**src/rtl/spi_master_ctrl_pkg.sv**
```systemverilog
// Shared definitions for the SPI master controller: FSM state encoding,
// frame geometry, read/write flag values and the frame packing helper.
package spi_master_ctrl_pkg;

   typedef enum logic [2:0] {
      ST_IDLE  = 3'd0,
      ST_SETUP = 3'd1,
      ST_SHIFT = 3'd2,
      ST_HOLD  = 3'd3,
      ST_GAP   = 3'd4
   } spi_state_e;

   localparam logic SPI_RW_WRITE   = 1'b0;
   localparam logic SPI_RW_READ    = 1'b1;
   localparam int   SPI_FRAME_BITS = 16;
   localparam int   SPI_CMD_BITS   = 8;
   localparam int   SPI_ADDR_BITS  = 7;
   localparam int   SPI_DATA_BITS  = 8;

   // Command byte {addr, rw} followed by the data byte, sent MSB first.
   function automatic logic [SPI_FRAME_BITS-1:0] spi_build_frame(
      input logic [SPI_ADDR_BITS-1:0] addr,
      input logic                     rw,
      input logic [SPI_DATA_BITS-1:0] data
   );
      return {addr, rw, data};
   endfunction

endpackage

```
**src/rtl/spi_master_ctrl_if.sv**
```systemverilog
// Request/response handshake between a local requester and the SPI master.
interface spi_master_ctrl_if;
   import spi_master_ctrl_pkg::*;

   logic                     req_valid;
   logic                     req_ready;
   logic                     req_rw;
   logic [SPI_ADDR_BITS-1:0] req_addr;
   logic [SPI_DATA_BITS-1:0] req_wdata;
   logic                     done;
   logic [SPI_DATA_BITS-1:0] rdata;
   logic                     busy;

   // Requester side: issues requests, observes completion.
   modport master (
      output req_valid, req_rw, req_addr, req_wdata,
      input  req_ready, done, rdata, busy
   );

   // Controller side.
   modport slave (
      input  req_valid, req_rw, req_addr, req_wdata,
      output req_ready, done, rdata, busy
   );

endinterface

```
**src/rtl/spi_master_ctrl_clkgen.sv**
```systemverilog
// Half-period timer: counts CLKDIV clk cycles per SPI half period and
// emits a one-cycle half_tick at the end of each. A load restarts the
// count from the top; the count reloads itself on every tick so each
// phase is exactly CLKDIV cycles with no accumulated drift.
module spi_master_ctrl_clkgen #(
   parameter int CLKDIV = 50
) (
   input  logic clk,
   input  logic rst_n,
   input  logic enable,
   input  logic load,
   output logic half_tick
);

   localparam int               CNT_W  = $clog2(CLKDIV);
   localparam logic [CNT_W-1:0] RELOAD = CNT_W'(CLKDIV - 1);

   logic [CNT_W-1:0] cnt_reg;

   // Down-counter with restart on load and auto-reload at zero.
   always_ff @(posedge clk or negedge rst_n) begin
      if (!rst_n) begin
         cnt_reg <= '0;
      end else if (load) begin
         cnt_reg <= RELOAD;
      end else if (enable) begin
         cnt_reg <= (cnt_reg == '0) ? RELOAD : cnt_reg - 1'b1;
      end
   end

   assign half_tick = enable && !load && (cnt_reg == '0);

endmodule

```
**src/rtl/spi_master_ctrl.sv**
```systemverilog
// SPI master transaction sequencer. Takes one read or write request,
// sends the 16-bit frame {addr, rw, data} MSB first (mode 0: sclk idles
// low, data changes on falling edges), captures read data on the last
// byte and reports completion with a one-cycle done pulse. All SPI pins
// and status outputs are registered, so they follow the FSM by one clk.
module spi_master_ctrl
   import spi_master_ctrl_pkg::*;
#(
   parameter int CLKDIV = 50,
   parameter int CS_GAP = 4
) (
   input  logic                clk,
   input  logic                rst_n,
   spi_master_ctrl_if.slave    bus,
   output logic                sclk_o,
   output logic                cs_o,
   output logic                mosi_o,
   input  logic                miso_i
);

   localparam int                   BIT_CNT_W = $clog2(SPI_FRAME_BITS);
   localparam logic [BIT_CNT_W-1:0] BIT_FIRST = BIT_CNT_W'(SPI_FRAME_BITS - 1);
   localparam logic [BIT_CNT_W-1:0] RD_BITS   = BIT_CNT_W'(SPI_FRAME_BITS - SPI_CMD_BITS);
   localparam int                   GAP_W     = $clog2(CS_GAP + 2);
   localparam logic [GAP_W-1:0]     GAP_LOAD  = GAP_W'(CS_GAP);

   spi_state_e                state_reg, state_next;
   logic [SPI_FRAME_BITS-1:0] tx_reg;
   logic [SPI_DATA_BITS-1:0]  rx_reg;
   logic [BIT_CNT_W-1:0]      bit_cnt_reg;
   logic                      rw_reg;
   logic                      phase_high_reg;
   logic                      last_bit_reg;
   logic                      sample_pend_reg;
   logic [GAP_W-1:0]          gap_cnt_reg;

   logic                      cs_reg, sclk_reg, mosi_reg, done_reg, busy_reg, ready_reg;
   logic [SPI_DATA_BITS-1:0]  rdata_reg;

   logic cs_next, sclk_next, mosi_next, done_next, clk_en;
   logic half_tick;
   logic accept;

   // ready is only ever high while the FSM sits in IDLE
   assign accept = bus.req_valid && ready_reg;

   spi_master_ctrl_clkgen #(
      .CLKDIV (CLKDIV)
   ) u_clkgen (
      .clk       (clk),
      .rst_n     (rst_n),
      .enable    (clk_en),
      .load      (accept),
      .half_tick (half_tick)
   );

   // State register.
   always_ff @(posedge clk or negedge rst_n) begin
      if (!rst_n) begin
         state_reg <= ST_IDLE;
      end else begin
         state_reg <= state_next;
      end
   end

   // Next-state logic: phases advance only on half_tick, GAP on its own count.
   always_comb begin
      state_next = state_reg;
      case (state_reg)
         ST_IDLE:  if (accept)    state_next = ST_SETUP;
         ST_SETUP: if (half_tick) state_next = ST_SHIFT;
         ST_SHIFT: if (half_tick && !phase_high_reg && last_bit_reg) state_next = ST_HOLD;
         ST_HOLD:  if (half_tick) state_next = ST_GAP;
         ST_GAP:   if (gap_cnt_reg == '0) state_next = ST_IDLE;
         default:  state_next = ST_IDLE;
      endcase
   end

   // Output decode: pin values for the next cycle and the timer enable.
   always_comb begin
      cs_next   = 1'b1;
      sclk_next = 1'b0;
      mosi_next = 1'b0;
      done_next = 1'b0;
      clk_en    = 1'b0;
      case (state_reg)
         ST_SETUP: begin
            cs_next   = 1'b0;
            mosi_next = tx_reg[SPI_FRAME_BITS-1];
            clk_en    = 1'b1;
         end
         ST_SHIFT: begin
            cs_next   = 1'b0;
            sclk_next = phase_high_reg;
            mosi_next = tx_reg[SPI_FRAME_BITS-1];
            clk_en    = 1'b1;
         end
         ST_HOLD: begin
            cs_next = 1'b0;
            clk_en  = 1'b1;
         end
         ST_GAP: begin
            // first GAP cycle only: coincides with cs rising on the pins
            done_next = (gap_cnt_reg == GAP_LOAD);
         end
         default: ;
      endcase
   end

   // Frame datapath: latch on accept, shift on falling edges, sample read data.
   always_ff @(posedge clk or negedge rst_n) begin
      if (!rst_n) begin
         tx_reg          <= '0;
         rx_reg          <= '0;
         bit_cnt_reg     <= '0;
         rw_reg          <= SPI_RW_WRITE;
         phase_high_reg  <= 1'b0;
         last_bit_reg    <= 1'b0;
         sample_pend_reg <= 1'b0;
      end else begin
         sample_pend_reg <= 1'b0;
         if (accept) begin
            tx_reg         <= spi_build_frame(bus.req_addr, bus.req_rw, bus.req_wdata);
            rw_reg         <= bus.req_rw;
            bit_cnt_reg    <= BIT_FIRST;
            phase_high_reg <= 1'b0;
            last_bit_reg   <= 1'b0;
         end else if (half_tick && state_reg == ST_SETUP) begin
            phase_high_reg <= 1'b1;
         end else if (half_tick && state_reg == ST_SHIFT) begin
            if (phase_high_reg) begin
               // falling edge: present next bit, remember if that was bit 0
               phase_high_reg  <= 1'b0;
               tx_reg          <= {tx_reg[SPI_FRAME_BITS-2:0], 1'b0};
               bit_cnt_reg     <= bit_cnt_reg - 1'b1;
               last_bit_reg    <= (bit_cnt_reg == '0);
               // the pins lag the FSM by one clk, so sampling one clk after
               // the tick lands on the last clk of the pin-level high half
               sample_pend_reg <= (rw_reg == SPI_RW_READ) && (bit_cnt_reg < RD_BITS);
            end else begin
               phase_high_reg <= 1'b1;
            end
         end
         if (sample_pend_reg) begin
            rx_reg <= {rx_reg[SPI_DATA_BITS-2:0], miso_i};
         end
      end
   end

   // GAP length counter: loaded as HOLD ends, counts down to return to IDLE.
   always_ff @(posedge clk or negedge rst_n) begin
      if (!rst_n) begin
         gap_cnt_reg <= '0;
      end else if (state_reg == ST_HOLD && half_tick) begin
         gap_cnt_reg <= GAP_LOAD;
      end else if (state_reg == ST_GAP && gap_cnt_reg != '0) begin
         gap_cnt_reg <= gap_cnt_reg - 1'b1;
      end
   end

   // Registered pin and status outputs; reset forces cs high immediately.
   always_ff @(posedge clk or negedge rst_n) begin
      if (!rst_n) begin
         cs_reg    <= 1'b1;
         sclk_reg  <= 1'b0;
         mosi_reg  <= 1'b0;
         done_reg  <= 1'b0;
         busy_reg  <= 1'b0;
         ready_reg <= 1'b0;
         rdata_reg <= '0;
      end else begin
         cs_reg    <= cs_next;
         sclk_reg  <= sclk_next;
         mosi_reg  <= mosi_next;
         done_reg  <= done_next;
         busy_reg  <= (state_next != ST_IDLE);
         ready_reg <= (state_next == ST_IDLE);
         if (done_next && rw_reg == SPI_RW_READ) begin
            rdata_reg <= rx_reg;
         end
      end
   end

   assign cs_o          = cs_reg;
   assign sclk_o        = sclk_reg;
   assign mosi_o        = mosi_reg;
   assign bus.done      = done_reg;
   assign bus.busy      = busy_reg;
   assign bus.req_ready = ready_reg;
   assign bus.rdata     = rdata_reg;

endmodule

```
**src/flat_wrapper.sv**
```systemverilog
// flat-port wrapper written by rule: the top's interface ports become plain ports
module spi_master_ctrl_flat import spi_master_ctrl_pkg::*;
#(
   parameter int CLKDIV = 50,
   parameter int CS_GAP = 4
)
  (clk, rst_n, sclk_o, cs_o, mosi_o, miso_i, bus_req_valid, bus_req_rw, bus_req_addr, bus_req_wdata, bus_req_ready, bus_done, bus_rdata, bus_busy);
  spi_master_ctrl_if bus_i ();
  input  logic clk;
  input  logic rst_n;
  output logic sclk_o;
  output logic cs_o;
  output logic mosi_o;
  input  logic miso_i;
  input wire logic [$bits(bus_i.req_valid)-1:0] bus_req_valid;
  input wire logic [$bits(bus_i.req_rw)-1:0] bus_req_rw;
  input wire logic [$bits(bus_i.req_addr)-1:0] bus_req_addr;
  input wire logic [$bits(bus_i.req_wdata)-1:0] bus_req_wdata;
  output wire logic [$bits(bus_i.req_ready)-1:0] bus_req_ready;
  output wire logic [$bits(bus_i.done)-1:0] bus_done;
  output wire logic [$bits(bus_i.rdata)-1:0] bus_rdata;
  output wire logic [$bits(bus_i.busy)-1:0] bus_busy;
  assign bus_i.req_valid = bus_req_valid;
  assign bus_i.req_rw = bus_req_rw;
  assign bus_i.req_addr = bus_req_addr;
  assign bus_i.req_wdata = bus_req_wdata;
  assign bus_req_ready = bus_i.req_ready;
  assign bus_done = bus_i.done;
  assign bus_rdata = bus_i.rdata;
  assign bus_busy = bus_i.busy;
  spi_master_ctrl #(.CLKDIV(CLKDIV), .CS_GAP(CS_GAP)) u_core (.clk(clk), .rst_n(rst_n), .bus(bus_i), .sclk_o(sclk_o), .cs_o(cs_o), .mosi_o(mosi_o), .miso_i(miso_i));
endmodule
```
**config.mk**
```make
export PLATFORM = sky130hd
export DESIGN_NAME = spi_master_ctrl_flat
export DESIGN_NICKNAME = d
export VERILOG_FILES = /design/src/rtl/spi_master_ctrl_pkg.sv /design/src/rtl/spi_master_ctrl_if.sv /design/src/rtl/spi_master_ctrl_clkgen.sv /design/src/rtl/spi_master_ctrl.sv /design/src/flat_wrapper.sv
export SDC_FILE = /design/constraint.sdc
export NUM_CORES = 1
export LEC_CHECK = 0
export ABC_AREA = 1
export CORE_AREA = 2 2 78 80
export CTS_CLUSTER_DIAMETER = 100
export DETAILED_ROUTE_END_ITERATION = 7
export DIE_AREA = 0 0 80 82
export GPL_ROUTABILITY_DRIVEN = 1
export GPL_TIMING_DRIVEN = 0
export HOLD_SLACK_MARGIN = 0.08
export PLACE_DENSITY = 0.76
export SETUP_SLACK_MARGIN = 0.15
export SLEW_MARGIN = 30
export SYNTH_ARGS = -nofsm -noshare
export SYNTH_HDL_FRONTEND = slang
export SYNTH_SLANG_ARGS = --single-unit
```
**constraint.sdc**
```tcl
create_clock -name clk -period 1.4 [get_ports clk]
set_input_delay 0.28 -clock clk [delete_from_list [all_inputs] [get_ports clk]]
set_output_delay 0.28 -clock clk [all_outputs]
set_load 0.1 [all_outputs]
```
==> flow_summary.toml <==
[global_routing]
grt_max_degree = 42
antenna_found_initial = 0
grt_pass1_wl_mm = 9.715
gr-total-overflow = 0
track_usage = 0.1979
first_global_vias = 2125

[critical_path]
regToRegEndpoint = "u_core.phase_high_reg"
worstSetupEndpointType = "flip-flop"
arrival_ns = 2.00
worstSetupPathType = "flip-flop to flip-flop"
timing.rr.start = "u_core.u_clkgen.cnt_reg[0]"
critical_path.cell_chain = "inv_2, ha_4, inv_4, nor2_4, nand3_4, nor2_4, buf_6, buf_6, buf_6, nand2_2, nand2_1, nand2_1, a21oi_1"
crit_path_frequent_cell = "buf_6"
reg2reg_depth = 13
r2r_setup_slack_ns = -0.34
slowest_stage = "dfrtp_1"
cp_max_fo = 3
critPathLaunchType = "flip-flop"
max_stage_delay_ns = 0.39
required_ns = 1.66

[clocking]
cts_buffers = 9
clk_latency_ns = 0.34
cts_tree = "yes"
clockBufferDepth = 2
clkTransAtPathRegs_ns = 0.06
cts_root_buffer = "clkbuf_8"
htreeDepth = 3
clock_sinks = 58

[routing]
via_per_inst = 5.028
drt_iter0_markers = 146
wl_per_cell_um = 14.47
wl_mm = 6.655
drt-pass1-iter-count = 4
drc = 0
antenna_left = 0
num_vias = 2313

[final_layout]
ff_latch_area_mm2 = 0.001456
area_growth_pct = 47.79
final_cell_mix = "dfrtp_1, nand2_1, inv_1, o21ai_2, o21ai_0"
fill_cells = 401
fin_nets = 405
insertedDiodeCount = 0
final_area_mm2 = 0.004066
drive_above_1_share = 0.3948
largest_reg_flops = 16
multi_input_area_mm2 = 0.001215
final_common_cell = "dfrtp_1"

[synthesis]
ys_seq_area_frac = 0.5280
synth-seq-cells = 58
netlist-cell-type-count = 32
syn_nets = 329
synthArstFlopShare = 1.000
ys.warnings.count = 0
synth-edff-count = 0
synthCells = 304
synth_flop_cell = "dfrtp_1"
synth_area_mm2 = 0.002751
syn_avg_cell_area_um2 = 9.051

[timing]
setup_violations = 40
report.final.hold_viol_count = 0
layout_setup_ws_ns = -0.3405
layout_min_cycle_time_ns = 1.741
max_slew_margin = 0.7244
fmax_ghz = 0.5745
fin_skew_ns = 0.007892
drv_slew = 0
rsz0062_at_grt = "true"
worst_pin_slew_ns = 0.4134
fin_crit_sh = 1.243

[power]
p_total_w = 0.007263
powerDensity_mw_per_mm2 = 1786
leakagePower_nw = 1.962
ir_worst_vdd_v = 0.001022

[placed_design]
place_ws_ns = -0.5008
place_area_mm2 = 0.003312
port-buffer-count = 33
routabilityCongestion = 0.8082
dpl.hpwl_mm = 3.820

[outcome]
status = "finished with violations"
violations = "setup timing"

[die]
chipWidth_um = 80
start_util = 0.4789
coreArea_mm2 = 0.005746
die_h_um = 82
num_io_pins = 34
die-area_mm2 = 0.006560
rows = 28

[hold_path]
hp-class = "input pin to async pin"

[flow_run]
maxCapViolCount = 0
-- critical path: cells and delay by family, from the launching register on --
family	cells	cell delay (ns)
buffers and inverters	5	0.44
AO/OA/AOI/OAI	1	0.13
adder cells (fa/ha/maj)	1	0.15
AND/OR/NAND/NOR	6	0.54
flip-flops	1	0.39
-- logic make-up after synthesis --
family                   Yosys count  synth area share
adder cells (fa/ha/maj)            5           0.02274
AO/OA/AOI/OAI                     67            0.1514
flip-flops                        58            0.5280
XOR/XNOR                           2          0.006368
AND/OR/NAND/NOR                  109            0.1792
buffers and inverters             63            0.1123
-- Yosys cell counts (all sizes together), types with 2 or more instances --
cell type	instances	share of area
nand2	75	0.11
dfrtp	57	0.52
o21ai	55	0.12
inv	52	0.071
nand3	18	0.036
nor2	9	0.017
buf	7	0.032
a21oi	5	0.0091
ha	5	0.023
clkbuf	3	0.0077
nor3	3	0.0055
o211ai	3	0.0082
o22ai	3	0.0068
nand4	2	0.0045
xor2	2	0.0064
-- layer usage --
layer,up-vias,share of wire,wire (um),track usage
met3,11,0.038,251,0.04945
met1,1130,0.42,2803,0.2449
li1,1120,-,-,-
met2,52,0.52,3459,0.3167
met4,0,0.021,140,0.1136
met5,-,0,0,0
-- metrics by stage --
stage                       util  setup TNS (ns)  hold WS [ns]  cells
after floorplan                -          -3.037      -0.01559    304
after global placement    0.5734         -114.62        0.4616    412
after detailed placement  0.5764          -15.72        0.1705    413
after CTS                 0.6551          -5.638        0.3474    448
after global routing      0.7078          -12.22        0.3879    460
final                     0.7078          -8.968        0.3532    460
-- cell type report --
cell class | count | area share
Buffer | 10 | 0.03538
Clock buffer | 11 | 0.03723
Clock inverter | 5 | 0.01292
Inverter | 53 | 0.05262
Multi-Input combinational cell | 183 | 0.2988
Sequential cell | 58 | 0.3582
Tap cell | 75 | 0.02308
Timing Repair Buffer | 65 | 0.1818
-- worst max path at each step --
stage | startpoint | endpoint | slack, ns | cells past startpoint
final | u_core.u_clkgen.cnt_reg[0] | u_core.phase_high_reg | -0.34 | 13
after floorplan | u_core.u_clkgen.cnt_reg[0] | u_core.last_bit_reg | -0.16 | 11
after detailed placement | bus_req_valid | u_core.tx_reg[7] | -0.50 | 8
after CTS | u_core.u_clkgen.cnt_reg[0] | u_core.phase_high_reg | -0.24 | 13
after global routing | u_core.u_clkgen.cnt_reg[0] | u_core.phase_high_reg | -0.42 | 13
after global placement | rst_n | u_core.bus.req_ready | -2.12 | 1
-- power breakdown --
group	total, W	switching, W	leakage, nW	internal, W
sequential	0.00237	0.000243	0.742	0.00213
combinational	0.00330	0.00191	1.12	0.00139
clock	0.00159	0.000678	0.105	0.000908
-- repair_timing --
| item | CTS | global route |
|---|---|---|
| gates resized for setup | 119 | 52 |
| hold buffers | 1 | 0 |
| cloned | 1 | 1 |
| endpoints found under the hold margin | 17 | 0 |
| setup endpoints to repair | 58 | 54 |
| buffers inserted | 17 | 11 |
| pin swaps | 6 | 11 |
Power figures use the tool's default switching activity.
